**config.mk**
```make
export PLATFORM = sky130hd
export DESIGN_NAME = data_array_refill_ctrl
export DESIGN_NICKNAME = d
export VERILOG_FILES = /design/src/rtl/data_array_refill_ctrl_pkg.sv /design/src/rtl/data_array_refill_ctrl_row_buffer.sv /design/src/rtl/data_array_refill_ctrl.sv
export SDC_FILE = /design/constraint.sdc
export NUM_CORES = 1
export LEC_CHECK = 0
export ABC_AREA = 1
export CAP_MARGIN = 25
export CORE_AREA = 2 2 467 469
export CTS_CLUSTER_SIZE = 8
export DETAILED_ROUTE_END_ITERATION = 16
export DIE_AREA = 0 0 469 471
export PLACE_DENSITY_LB_ADDON = 0.05
export SYNTH_ARGS = -nofsm -noshare
export SYNTH_HDL_FRONTEND = slang
export SYNTH_SLANG_ARGS = --single-unit
```
**constraint.sdc**
```tcl
create_clock -name clock -period 14.3 [get_ports clock]
set_input_delay 1.43 -clock clock [delete_from_list [all_inputs] [get_ports clock]]
set_output_delay 1.43 -clock clock [all_outputs]
set_load 0.05 [all_outputs]
```
**src/rtl/data_array_refill_ctrl_pkg.sv**
```systemverilog
// Shared types and default geometry for the data-array refill controller.
// The controller assembles refill beats into a row and arbitrates the array against core accesses.
package data_array_refill_ctrl_pkg;

   localparam int DEF_ADDR_W = 9;
   localparam int DEF_BEAT_W = 64;
   localparam int DEF_BEATS  = 4;

   typedef enum logic [1:0] {
      IDLE  = 2'd0,
      FILL  = 2'd1,
      WRITE = 2'd2
   } state_t;

   // Beat counter width; a single-beat row still needs a 1-bit counter.
   function automatic int cnt_width(input int beats);
      return (beats > 1) ? $clog2(beats) : 1;
   endfunction

endpackage

```
**src/rtl/data_array_refill_ctrl_row_buffer.sv**
```systemverilog
// Beat counter plus row assembly register for refill data.
// Each accepted beat lands at the slot selected by the counter, which wraps after the last beat.
module refill_row_buffer
   import data_array_refill_ctrl_pkg::*;
#(
   parameter int BEAT_W = DEF_BEAT_W,
   parameter int BEATS  = DEF_BEATS,
   parameter int ROW_W  = DEF_BEAT_W * DEF_BEATS
) (
   input  logic              clock,
   input  logic              reset,
   input  logic              beat_load,
   input  logic [BEAT_W-1:0] beat_data,
   output logic              last_beat,
   output logic [ROW_W-1:0]  row
);

   localparam int CNT_W = cnt_width(BEATS);

   logic [CNT_W-1:0] beat_cnt;

   assign last_beat = (beat_cnt == CNT_W'(BEATS - 1));

   always_ff @(posedge clock or posedge reset) begin
      if (reset) begin
         beat_cnt <= '0;
         row      <= '0;
      end else if (beat_load) begin
         for (int k = 0; k < BEATS; k++) begin
            if (beat_cnt == CNT_W'(k)) begin
               row[k*BEAT_W +: BEAT_W] <= beat_data;
            end
         end
         beat_cnt <= last_beat ? '0 : beat_cnt + 1'b1;
      end
   end

endmodule

```
**src/rtl/data_array_refill_ctrl.sv**
```systemverilog
// Refill controller for a single-port data array: collects refill beats into a row,
// writes the row in one cycle, and passes core reads/writes straight through otherwise.
module data_array_refill_ctrl
   import data_array_refill_ctrl_pkg::*;
#(
   parameter int ADDR_W = DEF_ADDR_W,
   parameter int BEAT_W = DEF_BEAT_W,
   parameter int BEATS  = DEF_BEATS,
   parameter int ROW_W  = DEF_BEAT_W * DEF_BEATS
) (
   input  logic                 clock,
   input  logic                 reset,
   input  logic                 refill_valid,
   output logic                 refill_ready,
   input  logic [ADDR_W-1:0]    refill_idx,
   input  logic [BEAT_W-1:0]    refill_data,
   output logic                 refill_done,
   input  logic                 req_valid,
   output logic                 req_ready,
   input  logic                 req_write,
   input  logic [ADDR_W-1:0]    req_addr,
   input  logic [ROW_W/8-1:0]   req_wmask,
   input  logic [ROW_W-1:0]     req_wdata,
   output logic                 resp_valid,
   output logic [ROW_W-1:0]     resp_data,
   output logic                 RW0_en,
   output logic                 RW0_wmode,
   output logic [ADDR_W-1:0]    RW0_addr,
   output logic [ROW_W/8-1:0]   RW0_wmask,
   output logic [ROW_W-1:0]     RW0_wdata,
   input  logic [ROW_W-1:0]     RW0_rdata
);

   // Handshakes: a transfer happens on a rising edge where valid && ready;
   // valid never depends on ready, ready may depend on the request address.

   state_t              state_q, state_d;
   logic [ADDR_W-1:0]   idx_q;
   logic [ROW_W-1:0]    row;
   logic                last_beat;
   logic                beat_acc;
   logic                req_acc;
   logic                resp_valid_q;

   assign refill_ready = (state_q != WRITE);
   assign beat_acc     = refill_valid && refill_ready;
   assign refill_done  = (state_q == WRITE);

   // A core access to the row being filled would see stale data, so it waits for the write.
   assign req_ready = (state_q != WRITE) &&
                      !((state_q == FILL) && (req_addr == idx_q));
   assign req_acc   = req_valid && req_ready;

   refill_row_buffer #(
      .BEAT_W (BEAT_W),
      .BEATS  (BEATS),
      .ROW_W  (ROW_W)
   ) u_row_buffer (
      .clock     (clock),
      .reset     (reset),
      .beat_load (beat_acc),
      .beat_data (refill_data),
      .last_beat (last_beat),
      .row       (row)
   );

   always_ff @(posedge clock or posedge reset) begin
      if (reset) begin
         state_q      <= IDLE;
         idx_q        <= '0;
         resp_valid_q <= 1'b0;
      end else begin
         state_q      <= state_d;
         resp_valid_q <= req_acc && !req_write;
         if ((state_q == IDLE) && beat_acc) begin
            idx_q <= refill_idx;
         end
      end
   end

   always_comb begin
      state_d = state_q;
      case (state_q)
         IDLE, FILL: begin
            if (beat_acc) begin
               state_d = last_beat ? WRITE : FILL;
            end
         end
         WRITE:   state_d = IDLE;
         default: state_d = IDLE;
      endcase
   end

   // Array port: the refill write owns WRITE; otherwise an accepted core request drives it.
   always_comb begin
      RW0_en    = 1'b0;
      RW0_wmode = 1'b0;
      RW0_addr  = '0;
      RW0_wmask = '0;
      RW0_wdata = '0;
      if (state_q == WRITE) begin
         RW0_en    = 1'b1;
         RW0_wmode = 1'b1;
         RW0_addr  = idx_q;
         RW0_wmask = '1;
         RW0_wdata = row;
      end else if (req_acc) begin
         RW0_en    = 1'b1;
         RW0_wmode = req_write;
         RW0_addr  = req_addr;
         if (req_write) begin
            RW0_wmask = req_wmask;
            RW0_wdata = req_wdata;
         end
      end
   end

   assign resp_valid = resp_valid_q;
   assign resp_data  = resp_valid_q ? RW0_rdata : '0;

endmodule

```
==> results of run 1 <==
area by class of cell:
cell class              count  area, sq um
well taps                2854         3571
clock buffers              62         1240
repair buffers           1222        12200
flip-flops and latches    270         6760
inverters                 634         2395
diodes                     38        95.09
fillers                 25070       181100
multi-input cells        1984         8647
clock inverters            12        107.6
final timing paths:
check	cells after the start	slack, ns	start	end
setup / recovery	11	7.05	req_addr[1]	RW0_wdata[118]
hold / removal	2	0.48	u_row_buffer.row[208]$_DFFE_PP0P_	u_row_buffer.row[208]$_DFFE_PP0P_
setup reg to reg	8	10.77	state_q[1]$_DFFE_PP0P_	u_row_buffer.row[161]$_DFFE_PP0P_
hold reg to reg	2	0.48	u_row_buffer.row[208]$_DFFE_PP0P_	u_row_buffer.row[208]$_DFFE_PP0P_
max in group asynchronous	4	10.81	reset	resp_valid$_DFF_PP0_
min in group asynchronous	2	1.38	reset	u_row_buffer.row[79]$_DFFE_PP0P_
registers in the layout (all words and copies together), names as in the netlist:
signal,flops
u_row_buffer.row,256
idx_q,9
state_q,2
u_row_buffer.beat_cnt,2
resp_valid,1
synthesized netlist by cell type (6+ instances only):
library cell	number	area (sq um)
a21oi_1	7	35.03
buf_1	20	75.07
buf_2	85	425.4
buf_6	22	247.7
clkbuf_1	121	454.2
dfrtp_1	270	6756
inv_1	630	2365
nand2_1	1391	5221
nand3_1	6	30.03
nand4_1	298	1864
nor2_1	12	45.04
o21ai_0	255	1276
power groups by stage:
stage | Combinational (mW) | Sequential [mW] | Clock [mW]
finish | 1.72 | 1.33 | 1.07
global route | 1.89 | 1.38 | 1.16
CTS | 1.78 | 1.34 | 1.15
detailed placement | 1.77 | 1.34 | 0
global placement | 1.75 | 1.34 | 0
floorplan | 1.02 | 1.27 | 0
kinds of logic after synthesis:
| group | share of synthesized area |
|---|---|
| AND/OR/NAND/NOR | 0.3785 |
| buffers and inverters | 0.1895 |
| AO/OA/AOI/OAI | 0.07106 |
| XOR/XNOR | 0.0004624 |
| adder cells (fa/ha/maj) | 0.002642 |
| multiplexers | 0.001189 |
| flip-flops | 0.3566 |
per-layer routing:
metal,up-vias,global-route usage
met2,849,0.2960
met4,72,0.06525
met5,-,0
met3,252,0.05705
met1,11450,0.1621
li1,11590,-
metrics by stage:
step / worst slack [ns] / total power, mW / instances
floorplan: 5.431 / 2.290 / 3137
global placement: 6.879 / 3.098 / 6961
detailed placement: 6.937 / 3.110 / 6964
CTS: 6.924 / 4.257 / 7038
global route: 6.752 / 4.434 / 7055
finish: 7.052 / 4.115 / 7076
worst max-delay path, delay by kind of cell:
kind | cells | cell delay (ns)
and+or+nand+nor | 4 | 0.94
buffers and inverters | 6 | 3.06
AOI/OAI and AO/OA | 1 | 0.18
==> summary.txt, run 1 <==
GRT
  – Pin count of the biggest net entering global routing: ~110
  – Global-route wire length before repair: 240.7 mm
  – Grt total ovfl: 0
  – Global Route Usage Sum: 0.1605
  – Vias in the first global route: 25,060
  – Initial antenna violation count: 97

STA
  – RSZ-0062 raised after global routing: false
  – Pin slew with the least headroom to its limit: 1.089 ns
  – Max-slew violations: 0
  – Final setup violation count: 0
  – Setup TNS: 0 ns
  – Skew final: 0.02993 ns
  – WHS: ~0.48 ns
  – Final worst path period need: roughly 7.2 ns
  – Worst rel slew slack: 0.2739
  – Fmax: 138.0 MHz
  – Final hold vios: 0
  – Final worst-path cycle share: 0.5069

Routing
  – Drt initial violations: 1,192
  – Residual DRC: 0
  – ANT nets after route: 0
  – Detailed Routing Iterations Pass 1: 7
  – Via Count: 24,200
  – M1 wire length: 65.28 mm
  – Top Layer Used: met5
  – Via/cell ratio: 3.421
  – Total Routed Length: 185.3 mm
  – DR WL met3: 15.54 mm
  – DR WL met2: about 96 mm
  – WL per Instance: 26.19 microns

Synth
  – Synth Cell Area: approximately 19,000 sq um
  – Synth async-reset ratio: 1.000
  – Post-synth EDFFs: 0
  – Sequential share of the synthesized area: 0.3566
  – Top_reg_cell synth: dfrtp_1
  – Synthesized flop and latch total: 270
  – Avg Cell Area, Syn: 6.039 sq um
  – Yosys Warn Count: 0
  – Mapped Nets: 3,772
  – Post-synth cell types: 23
  – Mapped Cells: roughly 3,100

Clocking
  – Resized cells post-CTS: 0
  – TritonCTS clock tree: done
  – Max Root-Sink Buffers: 3
  – TritonCTS Buffers: 45
  – Worst-path clk slew: 0.05 ns
  – Setup bufs post-CTS: 0
  – Htree depth: 2
  – Clk sinks: between 200 and 300
  – Post-cts hold buffer count: 0
  – Clk_lat worst skew: between 0.6 and 0.7 ns
  – Root buf cell: clkbuf_16

Final layout
  – Final Instance Area: 35,020 sq um
  – Most frequent cells in the layout: 1,387 x nand2_1, 1,187 x clkdlybuf4s50_1, 629 x inv_1
  – Nets: 4,792
  – Layout cells sized above 1: 0.02653
  – Most common cell after layout, fill and taps aside: nand2_1
  – Post-layout util: 0.1621
  – P&R area growth vs syn: 84.84%

Worst setup path
  – Crit Path Class: input port to output pin
  – Crit start category: input port
  – WP data required: 12.87 ns
  – CP max-delay cell: clkdlybuf4s50_1
  – CP arrival: 5.82 ns
  – Maximum net fanout on the critical path: 58
  – Critical-path cell list: clkdlybuf4s50_1 > inv_1 > o22ai_1 > nor2_1 > nand3_4 > buf_4 > buf_4 > buf_12 > nand4_1 > nand2_1 > clkdlybuf4s50_1
  – Worst setup EP type: output pin
  – Slowest stage delay, CP: 0.85 ns

Die
  – Initial Util: 0.08767
  – Die Area: between 200,000 and 250,000 sq um
  – Placeable Area: around 220,000 sq um
  – Die height: 471 microns
  – Die X-Extent: 469 microns
  – Std cell rows: 171
  – Ports: 1,190

Placement
  – Placed cell areas: 33,580 sq um
  – Post-DP HPWL: 147.6 mm
  – GP Congestion: 0.8074
  – IO Port Bufs: between 1,000 and 1,500

Power and ir drop
  – Psw: 1.798 mW
  – Gate power share: 0.417
  – Sequential share of power: 0.323
  – Switching Share: 0.4369
  – P per Cell Area: 117.5 nW/um^2
  – Peak supply drop: between 0.00008 and 0.00009 V
  – Static leakage: ~18 nW
  – Internal power: 2.317 mW
  – Share of total power in the clock network: 0.260

Min path
  – Worst hold path class: flop to flop

Status
  – Status: finished clean

Run
  – Max_cap viols: 0
No activity file was read; power rests on OpenSTA's default activity.
==> run 2: changes to the inputs <==
--- a/config.mk
+++ b/config.mk
@@ -7,10 +7,10 @@
 export LEC_CHECK = 0
 export ABC_AREA = 1
 export CAP_MARGIN = 25
-export CORE_AREA = 2 2 467 469
+export CORE_AREA = 2 2 457 459
 export CTS_CLUSTER_SIZE = 8
 export DETAILED_ROUTE_END_ITERATION = 16
-export DIE_AREA = 0 0 469 471
+export DIE_AREA = 0 0 459 461
 export PLACE_DENSITY_LB_ADDON = 0.05
 export SYNTH_ARGS = -nofsm -noshare
 export SYNTH_HDL_FRONTEND = slang
==> constraint.sdc (replaced) <==
create_clock -name clock -period 6.74 [get_ports clock]
set_input_delay 0.674 -clock clock [delete_from_list [all_inputs] [get_ports clock]]
set_output_delay 0.674 -clock clock [all_outputs]
set_load 0.05 [all_outputs]
==> summary.txt, run 2 (synthesized netlist as in run 1, its figures left out) <==
Status
  – Status: finished clean

Clocking
  – Root buf cell: clkbuf_16
  – Post-cts hold buffer count: 0 (unchanged)
  – Setup bufs post-CTS: 0 (unchanged)
  – TritonCTS Buffers: 47 (+4.4%)
  – Max Root-Sink Buffers: 3 (unchanged)
  – Resized cells post-CTS: 0 (unchanged)
  – TritonCTS clock tree: done
  – Clk_lat worst skew: 0.63 ns (about the same)
  – Clk sinks: 270 (unchanged)
  – Htree depth: 2 (unchanged)
  – Worst-path clk slew: 0.06 ns (about the same)

Placement
  – Inst Count DP: 6,820 (-2.1%)
  – GP Congestion: 0.8020 (-0.67%)
  – Post-DP HPWL: 141.8 mm (-3.9%)
  – Placed cell areas: 33,550 sq um (about the same)
  – IO Port Bufs: 1,189 (unchanged)

Worst setup path
  – Crit Path Class: flop to output pin
  – Reg-to-reg setup timing slack: 3.80 ns (-6.97 ns)
  – CP max-delay cell: buf_4
  – WP data required: 6.07 ns (-6.80 ns)
  – Critical R2R Capture: u_row_buffer.row[159]$_DFFE_PP0P_
  – Slowest stage delay, CP: 0.83 ns (-0.02 ns)
  – Maximum net fanout on the critical path: 135 (+130%)
  – Worst setup startpoint: state_q[1]$_DFFE_PP0P_
  – CP arrival: 4.40 ns (-1.42 ns)
  – Crit path to: RW0_wdata[56]
  – R2R depth: 9 (+1)
  – Most frequent CP cell: nand2_1
  – Critical-path cell list: inv_2 > nor2_4 > buf_12 > buf_4 > nand2_1 > nand2_1 > clkdlybuf4s50_1
  – Worst r2r src: state_q[1]$_DFFE_PP0P_
  – Worst setup EP type: output pin
  – Crit start category: flop

Run
  – Max_cap viols: 0 (unchanged)

Routing
  – Via/cell ratio: 3.505 (+2.5%)
  – WL per Instance: 26.03 microns (-0.61%)
  – Total Routed Length: 179.9 mm (-2.9%)
  – Via Count: 24,220 (+0.070%)
  – Detailed Routing Iterations Pass 1: 5 (-2)
  – Residual DRC: 0 (unchanged)
  – ANT nets after route: 0 (unchanged)
  – Drt initial violations: 1,213 (+1.8%)

Die
  – Die X-Extent: 459 microns (-2.1%)
  – Std cell rows: 167 (-2.3%)
  – Ports: 1,190 (unchanged)
  – Placeable Area: 206,400 sq um (-4.5%)
  – Die height: 461 microns (-2.1%)
  – Die Area: 211,600 sq um (-4.2%)
  – Initial Util: 0.09177 (+0.004099)

Final layout
  – Most common cell after layout, fill and taps aside: nand2_1
  – # fillers: 23,940 (-4.5%)
  – Final Instance Area: 35,220 sq um (+0.58%)
  – Layout cells sized above 1: 0.03007 (+0.003542)
  – Most frequent cells in the layout: 1,387 x nand2_1, 1,187 x clkdlybuf4s50_1, 629 x inv_1
  – Nets: 4,800 (+0.17%)
  – Largest regs: u_row_buffer.row: 256 flops, idx_q: 9 flops
  – Largest Register: u_row_buffer.row
  – Fin cells: 6,910 (-2.3%)
  – P&R area growth vs syn: 85.91%
  – Max reg flops: 256 (unchanged)

GRT
  – Global-route wire length before repair: 236.5 mm (-1.7%)
  – Global Route Usage Sum: 0.1627 (+0.002134)
  – Initial antenna violation count: 89 (-8.2%)
  – Grt total ovfl: 0 (unchanged)
  – Vias in the first global route: 24,910 (-0.61%)
  – Pin count of the biggest net entering global routing: 136 (+30%)

Min path
  – Worst hold path class: flop to flop

STA
  – RSZ-0062 raised after global routing: false
  – Final worst-path cycle share: 0.7533
  – Final worst path period need: 5.077 ns
  – Pin slew with the least headroom to its limit: 1.020 ns (-0.06872 ns)
  – Skew final: 0.03892 ns (+0.008993 ns)
  – Final setup violation count: 0 (unchanged)
  – Final hold vios: 0 (unchanged)
  – Worst rel slew slack: 0.3197 (+0.04582)
  – Setup TNS: 0 ns (unchanged)
  – Fmax: 197.0 MHz
  – Max-slew violations: 0 (unchanged)

Power and ir drop
  – P per Cell Area: 258.7 nW/um^2 (+120%)
  – Static leakage: 18.45 nW (+1.1%)
  – Peak supply drop: 0.0001623 V (+83%)
## run 2: worst min-delay path by stage
stage | start | end | cells past startpoint
final | u_row_buffer.row[222]$_DFFE_PP0P_ | u_row_buffer.row[222]$_DFFE_PP0P_ | 2
after floorplan | state_q[1]$_DFFE_PP0P_ | state_q[1]$_DFFE_PP0P_ | 1
after global routing | u_row_buffer.row[98]$_DFFE_PP0P_ | u_row_buffer.row[98]$_DFFE_PP0P_ | 2
after global placement | u_row_buffer.row[249]$_DFFE_PP0P_ | u_row_buffer.row[249]$_DFFE_PP0P_ | 2
after detailed placement | u_row_buffer.row[42]$_DFFE_PP0P_ | u_row_buffer.row[42]$_DFFE_PP0P_ | 2
after CTS | reset | u_row_buffer.row[75]$_DFFE_PP0P_ | 2
## run 2: worst max-delay path: cells and delay by family (launching register included)
kind,cells,cell delay (ns)
AND/OR/NAND/NOR,3,0.89
flip-flops,1,0.39
buffers and inverters,4,2.31
## run 2: report_power, final
group | internal (mW) | leakage, nW | total, mW | switching [mW]
sequential | 2.37 | 3.36 | 2.81 | 0.435
clock | 1.68 | 0.804 | 2.67 | 0.998
combinational | 1.24 | 14.3 | 3.63 | 2.39
## run 2: layout make-up
cell class / count / area [sq um] / area share
antenna: 16 / 40.04 / 0.001137
clock buffer: 59 / 1323 / 0.03755
clock inverter: 15 / 311.5 / 0.008845
tap: 2704 / 3383 / 0.09605
multi-input combinational: 1984 / 8647 / 0.2455
timing repair buffer: 1228 / 12370 / 0.3511
inverter: 634 / 2391 / 0.06788
sequential: 270 / 6760 / 0.1919
## run 2: metal layers
| layer | global-route usage | share of wire | vias to the layer above |
|---|---|---|---|
| met4 | 0.03548 | 0.024 | 66 |
| met2 | 0.3069 | 0.53 | 818 |
| li1 | - | - | 11580 |
| met3 | 0.05316 | 0.075 | 220 |
| met1 | 0.1741 | 0.37 | 11540 |
| met5 | 0 | 0.0023 | - |
## run 2: through the flow
step	setup slack, ns	utilization	power [mW]	hold WS, ns
after floorplan	2.499	-	4.860	0.4529
final	1.663	0.1706	9.111	0.4808
after CTS	1.455	0.1704	9.387	0.4709
after detailed placement	1.817	0.1625	6.555	0.4729
after global routing	1.388	0.1705	9.776	0.4961
after global placement	1.784	0.1625	6.535	0.4667
==> run 3: changes to the inputs <==
==> constraint.sdc (replaced) <==
create_clock -name clock -period 5.1 [get_ports clock]
set_input_delay 0.51 -clock clock [delete_from_list [all_inputs] [get_ports clock]]
set_output_delay 0.51 -clock clock [all_outputs]
set_load 0.05 [all_outputs]
==> summary.txt, run 3 (synthesized netlist as in run 1, its figures left out) <==
Clocking
  – Clk_lat worst skew: 0.61 ns (-0.02 ns)
  – Clk sinks: 270 (unchanged)
  – Worst-path clk slew: 0.06 ns (about the same)
  – Max Root-Sink Buffers: 3 (unchanged)
  – TritonCTS Buffers: 46 (-2.1%)
  – Post-cts hold buffer count: 0 (unchanged)
  – Resized cells post-CTS: 0 (unchanged)
  – Htree depth: 2 (unchanged)
  – Root buf cell: clkbuf_16
  – Setup bufs post-CTS: 0 (unchanged)
  – TritonCTS clock tree: done

Die
  – Ports: 1,190 (unchanged)
  – Std cell rows: 167 (unchanged)
  – Placeable Area: 206,400 sq um (unchanged)
  – Die Area: 211,600 sq um (unchanged)
  – Die height: 461 microns (unchanged)
  – Initial Util: 0.09177 (unchanged)
  – Die X-Extent: 459 microns (unchanged)

GRT
  – Grt total ovfl: 0 (unchanged)
  – Global-route wire length before repair: 236.5 mm (about the same)
  – Vias in the first global route: 24,970 (+0.22%)
  – Pin count of the biggest net entering global routing: 127 (-6.6%)
  – Global Route Usage Sum: 0.1630 (+0.0003104)
  – Initial antenna violation count: 99 (+11%)

Final layout
  – P&R area growth vs syn: 86.52%
  – Largest regs: u_row_buffer.row: 256 flops, idx_q: 9 flops
  – Most common cell after layout, fill and taps aside: nand2_1
  – Layout cells sized above 1: 0.03300 (+0.002929)
  – Max reg flops: 256 (unchanged)
  – Nets: 4,819 (+0.40%)
  – Most frequent cells in the layout: 1,387 x nand2_1, 1,187 x clkdlybuf4s50_1, 629 x inv_1
  – # fillers: 23,930 (-0.046%)
  – Largest Register: u_row_buffer.row

Worst setup path
  – Critical R2R Capture: u_row_buffer.row[95]$_DFFE_PP0P_
  – Crit Path Class: flop to output pin
  – Reg-to-reg setup timing slack: 2.04 ns (-1.76 ns)
  – WP buf/inv: 4 (unchanged)
  – Worst setup EP type: output pin
  – Worst r2r src: state_q[1]$_DFFE_PP0P_
  – CP top delay family: buffers and inverters
  – Crit start category: flop
  – CP max-delay cell: clkdlybuf4s50_1
  – Worst setup startpoint: state_q[0]$_DFFE_PP0P_
  – WP data required: 4.59 ns (-1.48 ns)
  – Slowest stage delay, CP: 0.74 ns (-0.09 ns)
  – Maximum net fanout on the critical path: 31 (-77%)
  – Stages on the worst setup path: 10 (+3)
  – CP arrival: 3.74 ns (-0.66 ns)
  – R2R depth: 8 (-1)
  – Critical-path cell list: inv_2 > nor2_1 > nand3_1 > nor2_1 > nand3_4 > buf_12 > buf_4 > nand4_1 > nand2_1 > clkdlybuf4s50_1
  – Most frequent CP cell: nor2_1
  – Crit path to: RW0_wmask[11]

STA
  – RSZ-0062 raised after global routing: false
  – Setup TNS: 0 ns (unchanged)
  – Final worst path period need: about 4.2 ns
  – Worst rel slew slack: 0.3248 (+0.005128)
  – Final setup violation count: 0 (unchanged)
  – Final hold vios: 0 (unchanged)
  – Fmax: 235.3 MHz
  – WHS: 0.3754 ns (-0.1055 ns)
  – Final worst-path cycle share: 0.8333
  – Pin slew with the least headroom to its limit: 1.013 ns (-0.007693 ns)
  – Max-slew violations: 0 (unchanged)
  – Skew final: 0.02832 ns (-0.01060 ns)

Placement
  – GP Congestion: 0.8071 (+0.64%)
  – IO Port Bufs: 1,189 (unchanged)
  – Post-DP HPWL: 144.7 mm (+2.1%)

Power and ir drop
  – Peak supply drop: 0.0002020 V (+24%)
  – P per Cell Area: 333.5 nW/um^2 (+29%)
  – Static leakage: 18.51 nW (+0.32%)

Routing
  – ANT nets after route: 0 (unchanged)
  – Via Count: 24,310 (+0.36%)
  – WL per Instance: 26.05 microns (about the same)
  – Via/cell ratio: 3.503 (about the same)
  – Detailed Routing Iterations Pass 1: 5 (unchanged)
  – Residual DRC: 0 (unchanged)
  – Drt initial violations: 1,314 (+8.3%)
  – Total Routed Length: 180.8 mm (+0.50%)

Run
  – Max_cap viols: 0 (unchanged)

Status
  – Status: finished clean

Min path
  – Worst hold path class: input port to async pin
## run 3: changes by cell type in the layout (fill, tap and decap cells not counted), moves of 2 or more
cell | before | now
buf_4 | 26 | 38
diode_2 | 16 | 23
clkbuf_1 | 3 | 12
buf_12 | 13 | 21
bufinv_16 | 8 | 4
clkbuf_8 | 8 | 6
## run 3: where the power goes
group,internal [mW],switching (mW),leakage (nW)
registers,3.14,0.578,3.36
clock network,1.97,1.28,0.727
logic,1.65,3.17,14.4
## run 3: final cells by class
class,instances,area [sq um],share of cell area
antenna,23,57.56,0.001629
clock buffer,65,1304,0.03689
clock inverter,11,177.7,0.005028
inverter,634,2391,0.06766
multi-input combinational,1984,8647,0.2447
sequential,270,6760,0.1913
tap,2704,3383,0.09574
timing repair buffer,1248,12620,0.3570
## run 3: per-layer routing
layer | up-vias | routed length, microns | part of all wire | GRT usage
met5 | - | 518 | 0.0029 | 0
li1 | 11620 | - | - | -
met3 | 238 | 14840 | 0.082 | 0.05778
met2 | 849 | 94480 | 0.52 | 0.3074
met4 | 82 | 5207 | 0.029 | 0.04104
met1 | 11520 | 65710 | 0.36 | 0.1696
## run 3: how the worst min path moves through the flow
stage	endpoint	startpoint	slack, ns	depth (start not counted)
after detailed placement	u_row_buffer.row[102]$_DFFE_PP0P_	u_row_buffer.row[102]$_DFFE_PP0P_	0.47	2
after CTS	u_row_buffer.row[146]$_DFFE_PP0P_	reset	0.35	2
after floorplan	state_q[1]$_DFFE_PP0P_	state_q[1]$_DFFE_PP0P_	0.45	1
final	u_row_buffer.row[146]$_DFFE_PP0P_	reset	0.38	2
after global placement	u_row_buffer.row[187]$_DFFE_PP0P_	u_row_buffer.row[187]$_DFFE_PP0P_	0.47	2
after global routing	u_row_buffer.row[146]$_DFFE_PP0P_	reset	0.38	2
## run 3: metrics by stage
step / cells / setup WS (ns) / instance area, sq um / total power, mW / utilization
floorplan: 3137 / 1.023 / 18950 / 6.423 / -
global placement: 6840 / 0.7488 / 33800 / 8.670 / 0.1637
detailed placement: 6840 / 0.8072 / 33800 / 8.692 / 0.1637
CTS: 6916 / 0.6060 / 35280 / 12.14 / 0.1709
global route: 6918 / 0.5701 / 35290 / 12.67 / 0.1709
finish: 6939 / 0.8504 / 35340 / 11.79 / 0.1712
